===== config.mk =====
export PLATFORM = sky130hd
export DESIGN_NAME = munoc_probe_initiator
export DESIGN_NICKNAME = d
export VERILOG_FILES = /design/src/rtl/munoc_probe_initiator.sv
export SDC_FILE = /design/constraint.sdc
export NUM_CORES = 1
export LEC_CHECK = 0
export ABC_CLOCK_PERIOD_IN_PS = 3150
export BUFFER_PORTS_ARGS = -buffer_cell sky130_fd_sc_hd__buf_2
export CORE_ASPECT_RATIO = 1.4
export CORE_MARGIN = 5
export CORE_UTILIZATION = 45
export CTS_CLUSTER_SIZE = 25
export DETAILED_ROUTE_END_ITERATION = 6
export GPL_TIMING_DRIVEN = 0
export PLACE_DENSITY = 0.73
export SLEW_MARGIN = 20
export SYNTH_ARGS = -nofsm -noshare
export SYNTH_HDL_FRONTEND = slang
export SYNTH_SLANG_ARGS = --single-unit

===== constraint.sdc =====
create_clock -name clk -period 3.15 [get_ports clk]
set_clock_uncertainty 0.2 [all_clocks]
set_input_delay 0.4725 -clock clk [delete_from_list [all_inputs] [get_ports clk]]
set_output_delay 0.4725 -clock clk [all_outputs]
set_load 0.005 [all_outputs]

===== src/rtl/munoc_probe_initiator.sv =====
// rtl/munoc_probe_initiator.sv - single-burst AXI-style probe initiator with response checking
module munoc_probe_initiator #(
  parameter int BW_ADDR = 32,
  parameter int BW_DATA = 32,
  parameter int BW_LEN  = 8,
  parameter int TIMEOUT = 1023
) (
  input  logic               clk,
  input  logic               rstnn,
  input  logic               cmd_valid,
  output logic               cmd_ready,
  input  logic               cmd_write,
  input  logic [BW_ADDR-1:0] cmd_addr,
  input  logic [BW_LEN-1:0]  cmd_len,
  input  logic [BW_DATA-1:0] cmd_wdata,
  output logic [BW_ADDR-1:0] axaddr,
  output logic [BW_LEN-1:0]  axlen,
  output logic               awvalid,
  input  logic               awready,
  output logic               wvalid,
  input  logic               wready,
  output logic [BW_DATA-1:0] wdata,
  output logic               wlast,
  input  logic               bvalid,
  output logic               bready,
  input  logic [1:0]         bresp,
  output logic               arvalid,
  input  logic               arready,
  input  logic               rvalid,
  output logic               rready,
  input  logic [BW_DATA-1:0] rdata,
  input  logic [1:0]         rresp,
  input  logic               rlast,
  output logic               done,
  output logic [4:0]         status,
  output logic [BW_DATA-1:0] rdata_xor
);

  localparam int BW_CNT = BW_LEN + 1;
  localparam int BW_TMO = $clog2(TIMEOUT + 1);
  localparam logic [BW_TMO-1:0] TMO_MAX = BW_TMO'(TIMEOUT);

  typedef enum logic [2:0] {S_IDLE, S_AW, S_W, S_B, S_AR, S_R, S_DONE} state_t;

  state_t               state_q, state_d;
  logic [BW_ADDR-1:0]   addr_q, addr_d;
  logic [BW_LEN-1:0]    len_q, len_d;
  logic [BW_DATA-1:0]   wdata_q, wdata_d;
  logic [BW_CNT-1:0]    beat_q, beat_d;
  logic [BW_TMO-1:0]    tmo_q, tmo_d;
  logic [4:0]           status_q, status_d;
  logic [BW_DATA-1:0]   xor_q, xor_d;

  logic last_beat;
  logic hs;
  logic waiting;
  logic abort;

  assign last_beat = (beat_q == {1'b0, len_q});
  assign abort     = waiting && !hs && (tmo_q == TMO_MAX);

  // Handshake of the channel owned by the current state; waiting marks states under timeout watch
  always_comb begin
    hs      = 1'b0;
    waiting = 1'b1;
    case (state_q)
      S_AW:    hs = awready;
      S_W:     hs = wready;
      S_B:     hs = bvalid;
      S_AR:    hs = arready;
      S_R:     hs = rvalid;
      default: waiting = 1'b0;
    endcase
  end

  // State and datapath registers
  always_ff @(posedge clk or negedge rstnn) begin
    if (!rstnn) begin
      state_q  <= S_IDLE;
      addr_q   <= '0;
      len_q    <= '0;
      wdata_q  <= '0;
      beat_q   <= '0;
      tmo_q    <= '0;
      status_q <= '0;
      xor_q    <= '0;
    end else begin
      state_q  <= state_d;
      addr_q   <= addr_d;
      len_q    <= len_d;
      wdata_q  <= wdata_d;
      beat_q   <= beat_d;
      tmo_q    <= tmo_d;
      status_q <= status_d;
      xor_q    <= xor_d;
    end
  end

  // Next-state: one address phase, the data/response phase, then a single DONE cycle
  always_comb begin
    state_d = state_q;
    case (state_q)
      S_IDLE: if (cmd_valid) state_d = cmd_write ? S_AW : S_AR;
      S_AW:   if (awready) state_d = S_W;
      S_W:    if (wready && last_beat) state_d = S_B;
      S_B:    if (bvalid) state_d = S_DONE;
      S_AR:   if (arready) state_d = S_R;
      S_R:    if (rvalid && (rlast || last_beat)) state_d = S_DONE;
      S_DONE: state_d = S_IDLE;
      default: state_d = S_IDLE;
    endcase
    if (abort) state_d = S_DONE;
  end

  // Datapath: command latch, beat/data counting, response accumulation and timeout counter
  always_comb begin
    addr_d   = addr_q;
    len_d    = len_q;
    wdata_d  = wdata_q;
    beat_d   = beat_q;
    status_d = status_q;
    xor_d    = xor_q;
    case (state_q)
      S_IDLE: begin
        if (cmd_valid) begin
          addr_d   = cmd_addr;
          len_d    = cmd_len;
          wdata_d  = cmd_wdata;
          beat_d   = '0;
          status_d = '0;
          xor_d    = '0;
        end
      end
      S_W: begin
        if (wready) begin
          beat_d  = beat_q + BW_CNT'(1);
          wdata_d = wdata_q + BW_DATA'(1);
        end
      end
      S_B: begin
        if (bvalid && (bresp > status_q[1:0])) status_d[1:0] = bresp;
      end
      S_R: begin
        if (rvalid) begin
          xor_d  = xor_q ^ rdata;
          beat_d = beat_q + BW_CNT'(1);
          if (rresp > status_q[1:0]) status_d[1:0] = rresp;
          if (rlast && !last_beat) status_d[3] = 1'b1;
          if (!rlast && last_beat) status_d[2] = 1'b1;
        end
      end
      default: ;
    endcase
    if (abort) status_d[4] = 1'b1;

    if ((state_d != state_q) || hs) tmo_d = '0;
    else if (waiting)               tmo_d = tmo_q + BW_TMO'(1);
    else                            tmo_d = tmo_q;
  end

  // Outputs decoded from state; a timeout drops every valid/ready by leaving the phase state
  always_comb begin
    cmd_ready = (state_q == S_IDLE);
    awvalid   = (state_q == S_AW);
    wvalid    = (state_q == S_W);
    wlast     = (state_q == S_W) && last_beat;
    bready    = (state_q == S_B);
    arvalid   = (state_q == S_AR);
    rready    = (state_q == S_R);
    done      = (state_q == S_DONE);
    axaddr    = addr_q;
    axlen     = len_q;
    wdata     = wdata_q;
    status    = status_q;
    rdata_xor = xor_q;
  end

endmodule


# Word-level counts from Yosys, hierarchy flattened
# Index checks and enable logic that the tools add are counted.
dict set report word_totals {
  regBits 131
  latchBits 0
  ram_bits 0
  romBits 0
  in_bits 118
  n_memories 0
}
dict set report op_classes {
  addsub 3
  n_mul 0
  n_div 0
  n_lt_le_gt_ge 2
  eq_ne 16
  shifts 0
  n_mux 33
  bitwise_logic 1
  n_reduce_logical 30
}
# cell count
set op_table {}
lappend op_table {{32-bit two-way mux} 4}
lappend op_table {{32-bit case mux with 2 select lines} 2}
lappend op_table {{32-bit by 1-bit adder with 32-bit output, second input constant} 1}
lappend op_table {{32-bit XOR} 1}
lappend op_table {{9-bit two-way mux} 3}
lappend op_table {{9-bit case mux with 3 select lines} 1}
lappend op_table {{3-bit two-way mux} 8}
lappend op_table {{10-bit two-way mux} 2}
lappend op_table {{3-bit case mux with 6 select lines} 1}
lappend op_table {{4-bit AND reduction} 3}
lappend op_table {{10-bit by 1-bit adder with 10-bit output, second input constant} 1}
lappend op_table {{10-bit equality test, second input constant} 1}
lappend op_table {{2-bit by 1-bit != test with 1-bit output, second input constant} 5}
lappend op_table {{2-bit nonzero test} 5}
lappend op_table {{9-bit by 1-bit adder with 9-bit output, second input constant} 1}
lappend op_table {{3-bit equality test, second input constant} 3}
lappend op_table {{9-bit by 8-bit equality test with 1-bit output} 1}
lappend op_table {{1-bit logical AND} 8}
lappend op_table {{3-bit by 2-bit equality test with 1-bit output, second input constant} 2}
lappend op_table {{2-bit case mux with 3 select lines} 1}
lappend op_table {{3-bit AND reduction} 2}
lappend op_table {{3-bit nonzero test} 2}
lappend op_table {{1-bit two-way mux} 5}
lappend op_table {{5-bit two-way mux} 1}
lappend op_table {{14 further kinds} 21}

# Longest topological paths before layout
# Gate-level depths: netlist of run 1.
dict set report depth {
  word_depth 9
  mapped_depth 10
  ltp_nobuf 9
}

# Worst setup path before layout of run 1
# Ideal clock, no wire load.
dict set report synth_timing {
  path_type {register -> register}
  start {reg wdata_q[0] (netlist: wdata[0])}
  end {reg wdata_q[28] (netlist: wdata[28])}
  setup_ps 137
  arrival_time_ps 1846
  setup_slack_ps 967
  path_stages_with_launch 8
  cell_sequence {dfrtp_1 > ha_1 > nand3_1 > nor4_1 > nand2_1 > or3_1 > o22ai_1 > a2bb2oi_1}
}
dict set report synth_between {
  elab_chain_cells 3
}
# item line
set synth_rtl {}
lappend synth_rtl {{start: declaration} 48} ;# logic [BW_DATA-1:0] wdata_q, wdata_d;
lappend synth_rtl {{start signal: assignment} 91} ;# wdata_q <= wdata_d;
lappend synth_rtl {{32-bit by 1-bit adder with 32-bit output} 137} ;# wdata_d = wdata_q + BW_DATA'(1);
lappend synth_rtl {{32-bit two-way mux} 135} ;# if (wready) begin
lappend synth_rtl {{32-bit case mux with 2 select lines} 123} ;# case (state_q)
# Every way passes these cells. The select of a mux whose other input is x is not followed.
# A chain may end at the register's enable or synchronous reset.

# Worst setup path after layout of run 1
dict set report layout_timing {
  start {reg state_q[2]}
  end {out wlast}
}
dict set report layout_between {
  elab_chain_cells 2
}
# item line
set layout_rtl {}
lappend layout_rtl {{start: declaration} 45} ;# state_t state_q, state_d;
lappend layout_rtl {{start signal: assignment} 88} ;# state_q <= state_d;
lappend layout_rtl {{3-bit by 2-bit equality test with 1-bit output} 166} ;# wlast = (state_q == S_W) && last_beat;
lappend layout_rtl {{1-bit logical AND} 166}
lappend layout_rtl {{end: declaration} 23} ;# output logic wlast,
# Every way passes these cells.

==> results of run 1 <==
==> flip-flops by register name, indices dropped and copies added, names as in the netlist <==
register,count
state_q,3
tmo_q,10
beat_q,9
rdata_xor,32
status,5
axlen,8
axaddr,32
wdata,32
==> layout make-up <==
cell class,instances,area [µm²]
Buffer,31,148.9
Clock buffer,18,429.2
Multi-Input combinational cell,482,3082
Inverter,17,63.81
Fill cell,1314,5767
Clock inverter,14,155.1
Timing Repair Buffer,236,1219
Sequential cell,131,3278
Tap cell,189,236.5
==> power by group <==
| part | internal, mW | total [mW] | switching (mW) |
|---|---|---|---|
| clock network | 1.18 | 1.96 | 0.780 |
| logic | 1.49 | 3.22 | 1.74 |
| registers | 2.37 | 2.98 | 0.607 |
| total | 5.04 | 8.16 | 3.12 |
==> how the worst max path moves through the flow <==
stage | end | slack, ns | depth (start not counted)
after floorplan | wdata[28] | 0.97 | 7
after global placement | rdata_xor[31] | -0.46 | 1
after detailed placement | wdata[28] | 0.51 | 7
after CTS | wvalid | 0.07 | 6
after global routing | wlast | 0.14 | 6
final | wlast | 0.32 | 6
==> cells in the mapped netlist, drive strengths merged, types with 3 or more instances <==
cell type	instances	share of area
a31oi	3	0.0029
nand4	8	0.0099
o21ai	35	0.029
or3	4	0.0038
nor4	3	0.0051
nand2	75	0.043
o22ai	15	0.014
inv	17	0.0097
nor3	18	0.014
ha	10	0.019
xnor2	6	0.012
nor2b	4	0.0038
nand3	29	0.023
a21oi	55	0.044
xor2	50	0.067
nor3b	3	0.0034
and3	10	0.0097
clkbuf	20	0.011
mux2	41	0.070
dfrtp	131	0.50
a22oi	6	0.0068
buf	12	0.012
nor2	72	0.041
a2bb2oi	3	0.0040
and4	5	0.0067
==> critical path, cell delays in order, from the launching register on <==
cell	delay, ns
sky130_fd_sc_hd__dfrtp_1	0.44
sky130_fd_sc_hd__buf_4	0.21
sky130_fd_sc_hd__nor2_2	0.23
sky130_fd_sc_hd__nand2_1	0.25
sky130_fd_sc_hd__clkbuf_1	0.32
sky130_fd_sc_hd__nor2_1	0.16
sky130_fd_sc_hd__buf_2	0.14
==> kinds of logic after synthesis <==
family / after synthesis / share of synthesized area
xor gates and xnor gates: 56 / 0.07858
buffers and inverters: 49 / 0.03291
AOI/OAI and AO/OA: 132 / 0.1208
DFF: 131 / 0.4985
adders and majority gates: 10 / 0.01903
muxes: 43 / 0.07325
and+or+nand+nor: 241 / 0.1769
==> routing by layer <==
layer	up-vias	share of wire
li1	2821	-
met1	2812	0.38
met2	275	0.51
met3	24	0.091
met4	2	0.015
met5	-	0.00088
==> per-stage QoR <==
| step | utilization | instances | setup slack [ns] | setup TNS, ns | area [µm²] |
|---|---|---|---|---|---|
| floorplan | - | 662 | 0.9670 | 0 | 6576 |
| global placement | 0.5553 | 1085 | -0.4623 | -59.12 | 7984 |
| detailed placement | 0.5579 | 1086 | 0.5117 | 0 | 8021 |
| CTS | 0.5992 | 1119 | 0.07383 | 0 | 8616 |
| global route | 0.5989 | 1118 | 0.1378 | 0 | 8612 |
| finish | 0.5989 | 1118 | 0.3236 | 0 | 8612 |
==> repair_timing <==
action	4_1_cts	5_1_grt
setup endpoints to repair	0	1
hold buffers	1	0
setup buffers	0	0
hold endpoints to repair	68	0
==> impl_summary.md, run 1 <==
Worst setup path
The timing startpoint of the critical path is state_q[2]. In this run the critical register-to-register path is launched from wdata[0]. The worst setup path is captured at a primary output. STA puts the critical path data arrival time at 2.15 ns. Setup slack on the worst reg-to-reg path comes out at 0.45 ns. The largest driver fanout on the critical path is 10.

The endpoint identified for the worst register-to-register timing path is wdata[30]. The critical path is of the register to primary output type. The count of cells along the worst register-to-register path is 7. For the worst setup path, the data required time is 2.48 ns. STA classifies the critical path startpoint as a register.

Global route
Entering global routing, the biggest net connects 70 pins. The layer carrying the most global-route usage is met2. The number of global-route vias before repair is 6076.

The first global-routing pass estimated 31.44 mm of wire. For met2 alone, demand over resource in global routing was 0.3919. Summed over all layers, the global routing overflow is 0.

In the global route stage, met1 resource usage came out at 0.2643. The total global-route track usage is 0.2250. The number of antenna violations at the first check in global routing is 1. The met3 track demand over resource in global routing is 0.06922.

Min path
The type of the most critical hold path is primary input to register. The worst hold path begins at cmd_addr[18]. The hold path depth is 2.

The end point of the most critical hold path is axaddr[18].

Floorplanning
The starting density of the core is 0.4574. The floorplan step defined a core boundary enclosing 14380 µm². The width of the die is 112.2 µm.

The standard-cell row count is 52. Pin placement for this block handled 235 I/O pins. The floorplan die area is 17170 µm². In this run the vertical extent of the chip is 153.0 µm.

Synth
Of the synthesized area, sequential elements account for 0.4985. The cell count after synthesis is 662. The average size of a mapped cell is 9.934 µm². The number of nets handed over by synthesis was 790.

The synthesized netlist contains 60 unique library cells. The count of flip-flops with a built-in enable after synthesis is 0. After synthesis, the share of flip-flops with an asynchronous set or reset is 1.000. The most used flip-flop cell after synthesis is sky130_fd_sc_hd__dfrtp_1.

The number of flip-flops and latches in the synthesized netlist is 131. The count of warnings emitted by yosys is 0. The combined area of all synthesized cells is 6576 µm².

CTS
The tree is rooted in a sky130_fd_sc_hd__clkbuf_16. Once the clock tree was built, the resizer swapped 0 gates to a different size. The clock network latency to the later pin of the worst-skew pair is 0.40 ns. The clock transition at the registers of the reported paths is 0.06 ns.

CTS built an H-tree with a depth of 4. The CTS tree is done. Counting the buffers created by CTS gives 17. CTS saw 131 sinks. The number of buffers between clock root and the deepest sink is 2.

Routing
The total wirelength of the detailed-routed design is 19.25 mm. The first-pass iteration count of the detailed router is 6. Using the TritonRoute via totals, the vias-per-cell ratio works out to 5.308. The via count is 5934. The number of DRC violations after detailed-routing iteration 0 is 517.

After detailed routing, the number of remaining DRC violations is 0. Once detail routing completed, the nets flagged for antenna violations numbered 0. In the final routed layout, each cell accounts on average for 17.22 µm.

STA
The final worst-path cycle share is 0.8973. Setup violations remaining at the end of the flow were counted as 0. Setup repair after global routing left no endpoint under its margin. For the pin with the worst max-slew slack, the measured transition is 0.6441 ns.

The fmax is 353.8 MHz. The number of slew-limit violations in the final report is 0. The minimum clock period after layout is 2.826 ns.

The worst pin sits at a relative slew slack of 0.5666. The final-report hold violation count was 0. The final worst hold slack is 0.09462 ns.

Final layout
The repair_antennas step left the layout with diodes totalling 0. Leaving out fill and tap cells, the most frequent cells in the layout are sky130_fd_sc_hd__buf_2 (238), sky130_fd_sc_hd__dfrtp_1 (131), sky130_fd_sc_hd__nand2_1 (74). The area growth from synthesis to layout is 30.96%.

The share of final-layout standard cells stronger than drive strength 1 is 0.3628. After the last flow step, the layout net total stands at 1044. The library cell used most frequently in the layout, excluding fill and tap cells, is sky130_fd_sc_hd__buf_2.

Power
For this design the ratio of total power to cell area is 947.4 nW/µm². The post-route total power is 8.159 mW. The total leakage power is 4.161 nW. The maximum vdd ir drop is 587.8 µV.

Placement
The final HPWL from detailed placement is 14.71 mm. The count of buffers added on input and output ports is 234. The congestion estimate from routability-driven global placement came to 0.9363.

Run
Across the run, the number of max-cap violations was 0.

Outcome
The run finished with clean final reports.
No activity file was read; power rests on OpenSTA's default activity.
==> run 2, diff against run 1 <==
==> constraint.sdc (replaced) <==
create_clock -name clk -period 3.15 [get_ports clk]
set_clock_uncertainty 0.2 [all_clocks]
set_input_delay 0.315 -clock clk [delete_from_list [all_inputs] [get_ports clk]]
set_output_delay 0.315 -clock clk [all_outputs]
set_load 0.005 [all_outputs]
==> run 2 against run 1 <==
Against the previous run: maximum frequency shrank 3.8%; setup slack got worse by 0.11 ns; clock power is essentially flat; global-route usage up 1.2 points; design area increased by 5.2%; clock-buffer cell count stayed put; sequential power barely moved; die area did not move; critical path depth unchanged; wire length grew 5.3%; utilization increased by 3.1 points.
==> impl_summary.md, run 2 (synthesis gave the netlist of run 1 again) <==
Outcome
The flow ran to the end, and the final reports show no timing, DRC or antenna violations.

Global route
The number of antenna violations at the first check in global routing is 1. Entering global routing, the biggest net connects 70 pins. The first global-routing pass estimated 33.12 mm of wire. In the global route stage, overall resource usage came out at 0.2372. Global routing finished with a remaining overflow of 0. The number of global-route vias before repair is 6370.

STA
The relative slew slack is 0.5717. The tightest hold path in the finished design has a slack of 0.01675 ns. The fmax is 340.2 MHz.

Setup violations remaining at the end of the flow were counted as 0. Setup repair after global routing left no endpoint under its margin. The transition time at the pin with the least slew margin is 0.6366 ns. The number of slew-limit violations in the final report was 0. The final worst-path cycle share is 0.9330. For the finished layout, the period the worst path requires is 2.939 ns. In the post-route analysis, the smallest setup slack over all paths is 0.2109 ns. The final-report hold violation count was 0.

The setup TNS is 0 ns.

Power
The power density over the cells is 911.2 nW/µm². The maximum vdd ir drop is 617.9 µV. Summed over all cells, the static leakage comes to 4.346 nW.

The post-route total power is 8.252 mW.

Worst setup path
The worst setup path is captured at a primary output. The largest driver fanout on the critical path is 10. The data arrival time of the critical path is 2.42 ns.

The data required time of the worst path is 2.63 ns. The critical path class is register to primary output. The worst setup path is launched from a register.

Run
The tool flagged a number of max-cap violations equal to 0.

Placement
The cell area after placement is 8021 µm². Detailed placement ended at an HPWL of 14.71 mm. OpenSTA, run right after detailed placement, puts the worst setup slack at 0.5117 ns. Counting tap cells, the placed design contains a total of 1086 instances.

Port buffering added 234 buffers. The last weighted congestion value of the routability-driven placer is 0.9363.

CTS
The total number of clock tree sinks is 131. Clock tree synthesis inserted a total of 17 buffers. The CTS tree is done. Once the clock tree was built, the resizer swapped 0 gates to a different size. The number of setup buffers added after CTS is 0. The clock tree synthesis step divided the H-tree into 4 levels. Clock tree synthesis selected as its root buffer the cell sky130_fd_sc_hd__clkbuf_16. No sink is reached through more buffers than the 2 on the longest clock path. For the worst-skew pair, the clock arrives at the later sink with an insertion delay of 0.40 ns.

The clock transition at the registers of the reported paths is 0.06 ns.

Floorplanning
The die is 112.2 µm wide. The starting density of the core is 0.4574. The core region is 14380 µm². The die covers 17170 µm². The vertical extent of the die is 153.0 µm. The boundary pin count is 235. The standard-cell row count is 52.

Final layout
The net count of the finished layout is 1089. The most common cell after layout, fill and taps aside is sky130_fd_sc_hd__buf_2. The final standard cell utilization of the core is 0.6298. From synthesis to final layout, the design area changed by 37.71%. The filler-free cell count of the finished design is 1163. 0 antenna diodes ended up in the layout.

In the final layout, the share of cells above drive strength 1 is 0.3460. The post-route cell area is 9056 µm². In the layout the commonest cells are sky130_fd_sc_hd__buf_2 (238), sky130_fd_sc_hd__dfrtp_1 (131), sky130_fd_sc_hd__nand2_1 (74).

Routing
The final routed wire length divided by cell count is 17.43 µm. After detailed routing, the number of vias per cell comes to 5.310. For this run, design rule violations remaining after detail routing come to 0. The number of DRC violations after detailed-routing iteration 0 is 531. The first detailed-routing pass ran for 5 iterations. The remaining antenna violation count after routing is 0. The via count is 6175. The final layout contains routed wiring with a total length of 20.27 mm.

Min path
In this run the worst hold path is classified as primary input to register.
run 2: cell types whose count changed in the layout (fill, tap and decap cells not counted):
| cell | delta |
|---|---|
| sky130_fd_sc_hd__dlygate4sd3_1 | +44 |
| sky130_fd_sc_hd__buf_1 | +1 |
run 2: layer usage:
metal	track usage	vias up	share of wire
met5	0	-	0.00084
met3	0.06843	32	0.087
met1	0.2759	2938	0.38
met4	0.07732	2	0.017
met2	0.4180	289	0.52
li1	-	2914	-
run 2: final timing paths:
| kind | from | end | slack, ns | cells past startpoint |
|---|---|---|---|---|
| setup / recovery | state_q[2] | wvalid | 0.21 | 6 |
| setup reg to reg | wdata[0] | wdata[30] | 0.49 | 7 |
| hold reg to reg | status[3] | status[3] | 0.29 | 2 |
| hold / removal | cmd_wdata[15] | wdata[15] | 0.02 | 3 |
| max in group asynchronous | rstnn | rdata_xor[2] | 1.78 | 3 |
| min in group asynchronous | rstnn | wdata[5] | 0.26 | 2 |
run 2: what timing repair did:
item                                   CTS  global route
setup endpoints to repair                0             0
hold buffers                            45             0
endpoints found under the hold margin  112             0
run 2: area by class of cell:
type | count | area [µm²]
buffer | 32 | 152.6
clock buffer | 18 | 429.2
clock inverter | 14 | 155.1
fill | 1248 | 5323
inverter | 17 | 63.81
multi-input combinational | 482 | 3082
sequential | 131 | 3278
tap | 189 | 236.5
timing repair buffer | 280 | 1659
run 2: critical path, stage by stage (launching register included):
cell and delay (ns):
sky130_fd_sc_hd__dfrtp_1 0.44, sky130_fd_sc_hd__buf_4 0.21, sky130_fd_sc_hd__nor2_2 0.23, sky130_fd_sc_hd__nand2_1 0.25
sky130_fd_sc_hd__inv_2 0.22, sky130_fd_sc_hd__buf_1 0.45, sky130_fd_sc_hd__buf_2 0.21
run 2: where the power goes:
part,internal (mW),total [mW],switching (mW)
Sequential,2.37,2.99,0.617
Clock,1.18,1.96,0.786
Combinational,1.52,3.30,1.78
Total,5.07,8.25,3.18
==> run 3, diff against run 2 <==
Settings changed: CELL_PAD_IN_SITES_DETAIL_PLACEMENT set to 2, CELL_PAD_IN_SITES_GLOBAL_PLACEMENT set to 2, CORE_UTILIZATION 45 to 32, HOLD_SLACK_MARGIN set to 0.03, PLACE_DENSITY 0.73 to 0.86.
==> run 3 against run 2 <==
Against the previous run: clock-buffer cell count is the same; flip-flop and latch count is the same; first-iteration DRC count shrank 40%; design area grew 5.5%; cell count grew 9.9%; global-route usage grew 1.9 points; highest routed layer is now met4.
==> impl_summary.md, run 3 (synthesis gave the netlist of run 1 again) <==
Outcome
The flow ran to the end, and the final reports show no timing, DRC or antenna violations.

Power
The post-route total power is 8.742 mW. The worst-case IR drop observed on VDD is 459.1 µV. The power density over the cells is 915.3 nW/µm².

The analysis attributes to cell leakage a power of 4.506 nW.

Routing
The remaining antenna violation count after routing is 0. Dividing the detail-routed via count by the number of cells gives 5.272. For this block, the via count after detailed routing is 6738. The final routed wire length divided by cell count is 24.30 µm.

After detailed routing, the number of remaining DRC violations is 0. The first detailed-routing pass took 6 iterations. The number of DRC violations after detailed-routing iteration 0 is 316. The total wirelength of the detailed-routed design is 31.06 mm.

CTS
TritonCTS built the clock tree. Clock tree synthesis inserted a total of 17 buffers. The maximum level of the CTS H-tree is 4. The tree is rooted in a sky130_fd_sc_hd__clkbuf_16. The number of buffers between clock root and the deepest sink is 2.

Clock latency on the worst-skew pair, taken at its later pin, is 0.43 ns. After clock tree synthesis, the setup repair step added 0 buffers. The clock net in this run drives a total of 131 sinks. Clock-pin slew was measured on the worst setup and hold paths at 0.07 ns.

Min path
The type of the most critical hold path is primary input to register. The end point of the most critical hold path is wdata[10]. Counting instances, the worst hold path has a depth of 3. The worst hold path begins at cmd_wdata[10].

STA
The count of endpoints failing setup in the final report is 0. The final worst-path cycle share is 0.9172. Setup repair after global routing left no endpoint under its margin.

The final-report hold violation count is 0. The fmax is 346.1 MHz. Measured against its own limit, the worst slew margin works out to 0.5483. The worst path setup slack after routing is 0.2610 ns. The final worst hold slack is 0.02724 ns. The routed design could run at a clock period as short as 2.889 ns. The number of slew-limit violations in the final report came to 0.

For the pin with the worst max-slew slack, the measured transition is 0.6714 ns. The setup TNS is 0 ns.

Final layout
The library cell used most frequently in the layout, excluding fill and tap cells, is sky130_fd_sc_hd__buf_2. The area growth from synthesis to layout is 45.22%. After filler insertion, the fill cell instance count of the layout stands at 2167. The sequential cells in the finished layout cover a total of 3278 µm².

The post-route cell area is 9550 µm². Of the cells placed in the final design, the portion with a size suffix greater than 1 is 0.3324. The final standard cell utilization of the core is 0.4681.

The multi-input combinational cells in the finished layout cover a total of 3082 µm². In the layout the commonest cells are sky130_fd_sc_hd__buf_2 (238), sky130_fd_sc_hd__dfrtp_1 (131), sky130_fd_sc_hd__dlygate4sd3_1 (88). The count of cells in the finished layout, fillers not included, comes to 1278. The final layout contains 1132 nets.

Floorplanning
For this design the top-level I/O count stands at 235. After floorplanning, the core was sized to cover 20400 µm². In this run the core area contains 62 standard-cell rows. From left edge to right edge, the die measures 131.2 µm. The die is 179.6 µm tall. The die covers 23560 µm².

For this configuration, the core starts out at a cell density of 0.3223.

Worst setup path
Walking the worst path, the cells encountered are buf_4, nor2_2, nand2_1, inv_2, clkbuf_2, buf_2. STA puts the critical path data required time at 2.63 ns. The largest individual stage delay along the critical path comes from the cell sky130_fd_sc_hd__dfrtp_1. In this design, the stage delay of the slowest critical-path cell is 0.46 ns.

The critical path class is register to primary output. The worst setup slack for register-to-register paths is 0.34 ns. In this run the critical register-to-register path is captured at wdata[26]. The cell family contributing the most delay on the critical path is buffers and inverters. The data arrival time of the critical path is 2.37 ns. In this run the worst path has a maximum fanout of 10. The number of buffer and inverter stages on the critical path is 4. The kind of start point of the critical path is a register. The startpoint identified for the worst register-to-register timing path is wdata[0]. The timing startpoint of the critical path is state_q[2]. Measured in cells, the most critical reg-to-reg path has a length of 7.

The kind of capture point of the worst setup path is a primary output.

Global route
met2 is the most crowded layer. The number of global-route vias before repair was 7931. For this run, global-route usage on met1 was measured as 0.2468. For met2 alone, demand over resource in global routing was 0.4961. In the global route stage, overall resource usage came out at 0.2562.

The number of antenna violations at the first check in global routing is 4. Entering global routing, the biggest net connects 68 pins. The met3 track demand over resource in global routing is 0.05509. The total congestion overflow after global routing is 0. The wire length of the first global-routing pass is 47.35 mm.

Run
The number of maximum-capacitance constraint violations is 0.

Placement
Before CTS, the worst setup slack after placement is 0.4528 ns. The final HPWL from detailed placement is 18.46 mm. The number of placed instances, taps included, is 1153.

The count of port buffers added during placement is 234. After detailed placement, the total cell area comes to 8105 µm². The congestion estimate from routability-driven global placement came to 0.8234.
## run 3: cell types whose count changed in the layout (fill, tap and decap cells not counted), moves of 2 or more
cell                            delta
sky130_fd_sc_hd__bufinv_16         -2
sky130_fd_sc_hd__dlygate4sd3_1    +43
sky130_fd_sc_hd__diode_2           +5
sky130_fd_sc_hd__clkinv_2          -2
sky130_fd_sc_hd__inv_6             +2
## run 3: final cells by class
class / count / share of cell area
Antenna cell: 5 / 0.001310
Sequential cell: 131 / 0.3432
Clock inverter: 14 / 0.01271
Clock buffer: 18 / 0.04494
Tap cell: 256 / 0.03354
Timing Repair Buffer: 323 / 0.2188
Inverter: 17 / 0.006682
Buffer: 32 / 0.01611
Multi-Input combinational cell: 482 / 0.3227
## run 3: power breakdown
part	internal [mW]	switching [mW]
Sequential	2.37	0.728
Clock	1.03	0.907
Combinational	1.57	2.13
Total	4.98	3.77
## run 3: metal layers
metal	vias up	wire, µm	share of wire
met5	-	0	0
met4	0	1784	0.057
met3	94	1188	0.038
met2	228	17710	0.57
met1	3423	10370	0.33
li1	2993	-	-
## run 3: what timing repair did
item	CTS	global route
hold endpoints to repair	150	0
resized for setup	0	1
setup endpoints to repair	0	1
hold buffers	88	0
## run 3: worst reg2reg max path, cell delays in order, from the launching register on
cell	delay (ns)
sky130_fd_sc_hd__dfrtp_1	0.42
sky130_fd_sc_hd__ha_1	0.22
sky130_fd_sc_hd__nand3_1	0.22
sky130_fd_sc_hd__nor4_1	0.66
sky130_fd_sc_hd__nand2_1	0.23
sky130_fd_sc_hd__or3_1	0.47
sky130_fd_sc_hd__o21ai_0	0.13
sky130_fd_sc_hd__a21oi_1	0.11
## run 3: worst max path at each step
stage	to	slack [ns]	depth (start not counted)
finish	wvalid	0.26	6
CTS	wvalid	0.002	6
floorplan	wdata[28]	0.97	7
detailed placement	wdata[28]	0.45	7
global placement	rdata_xor[28]	-0.48	1
global route	wdata[26]	0.14	7
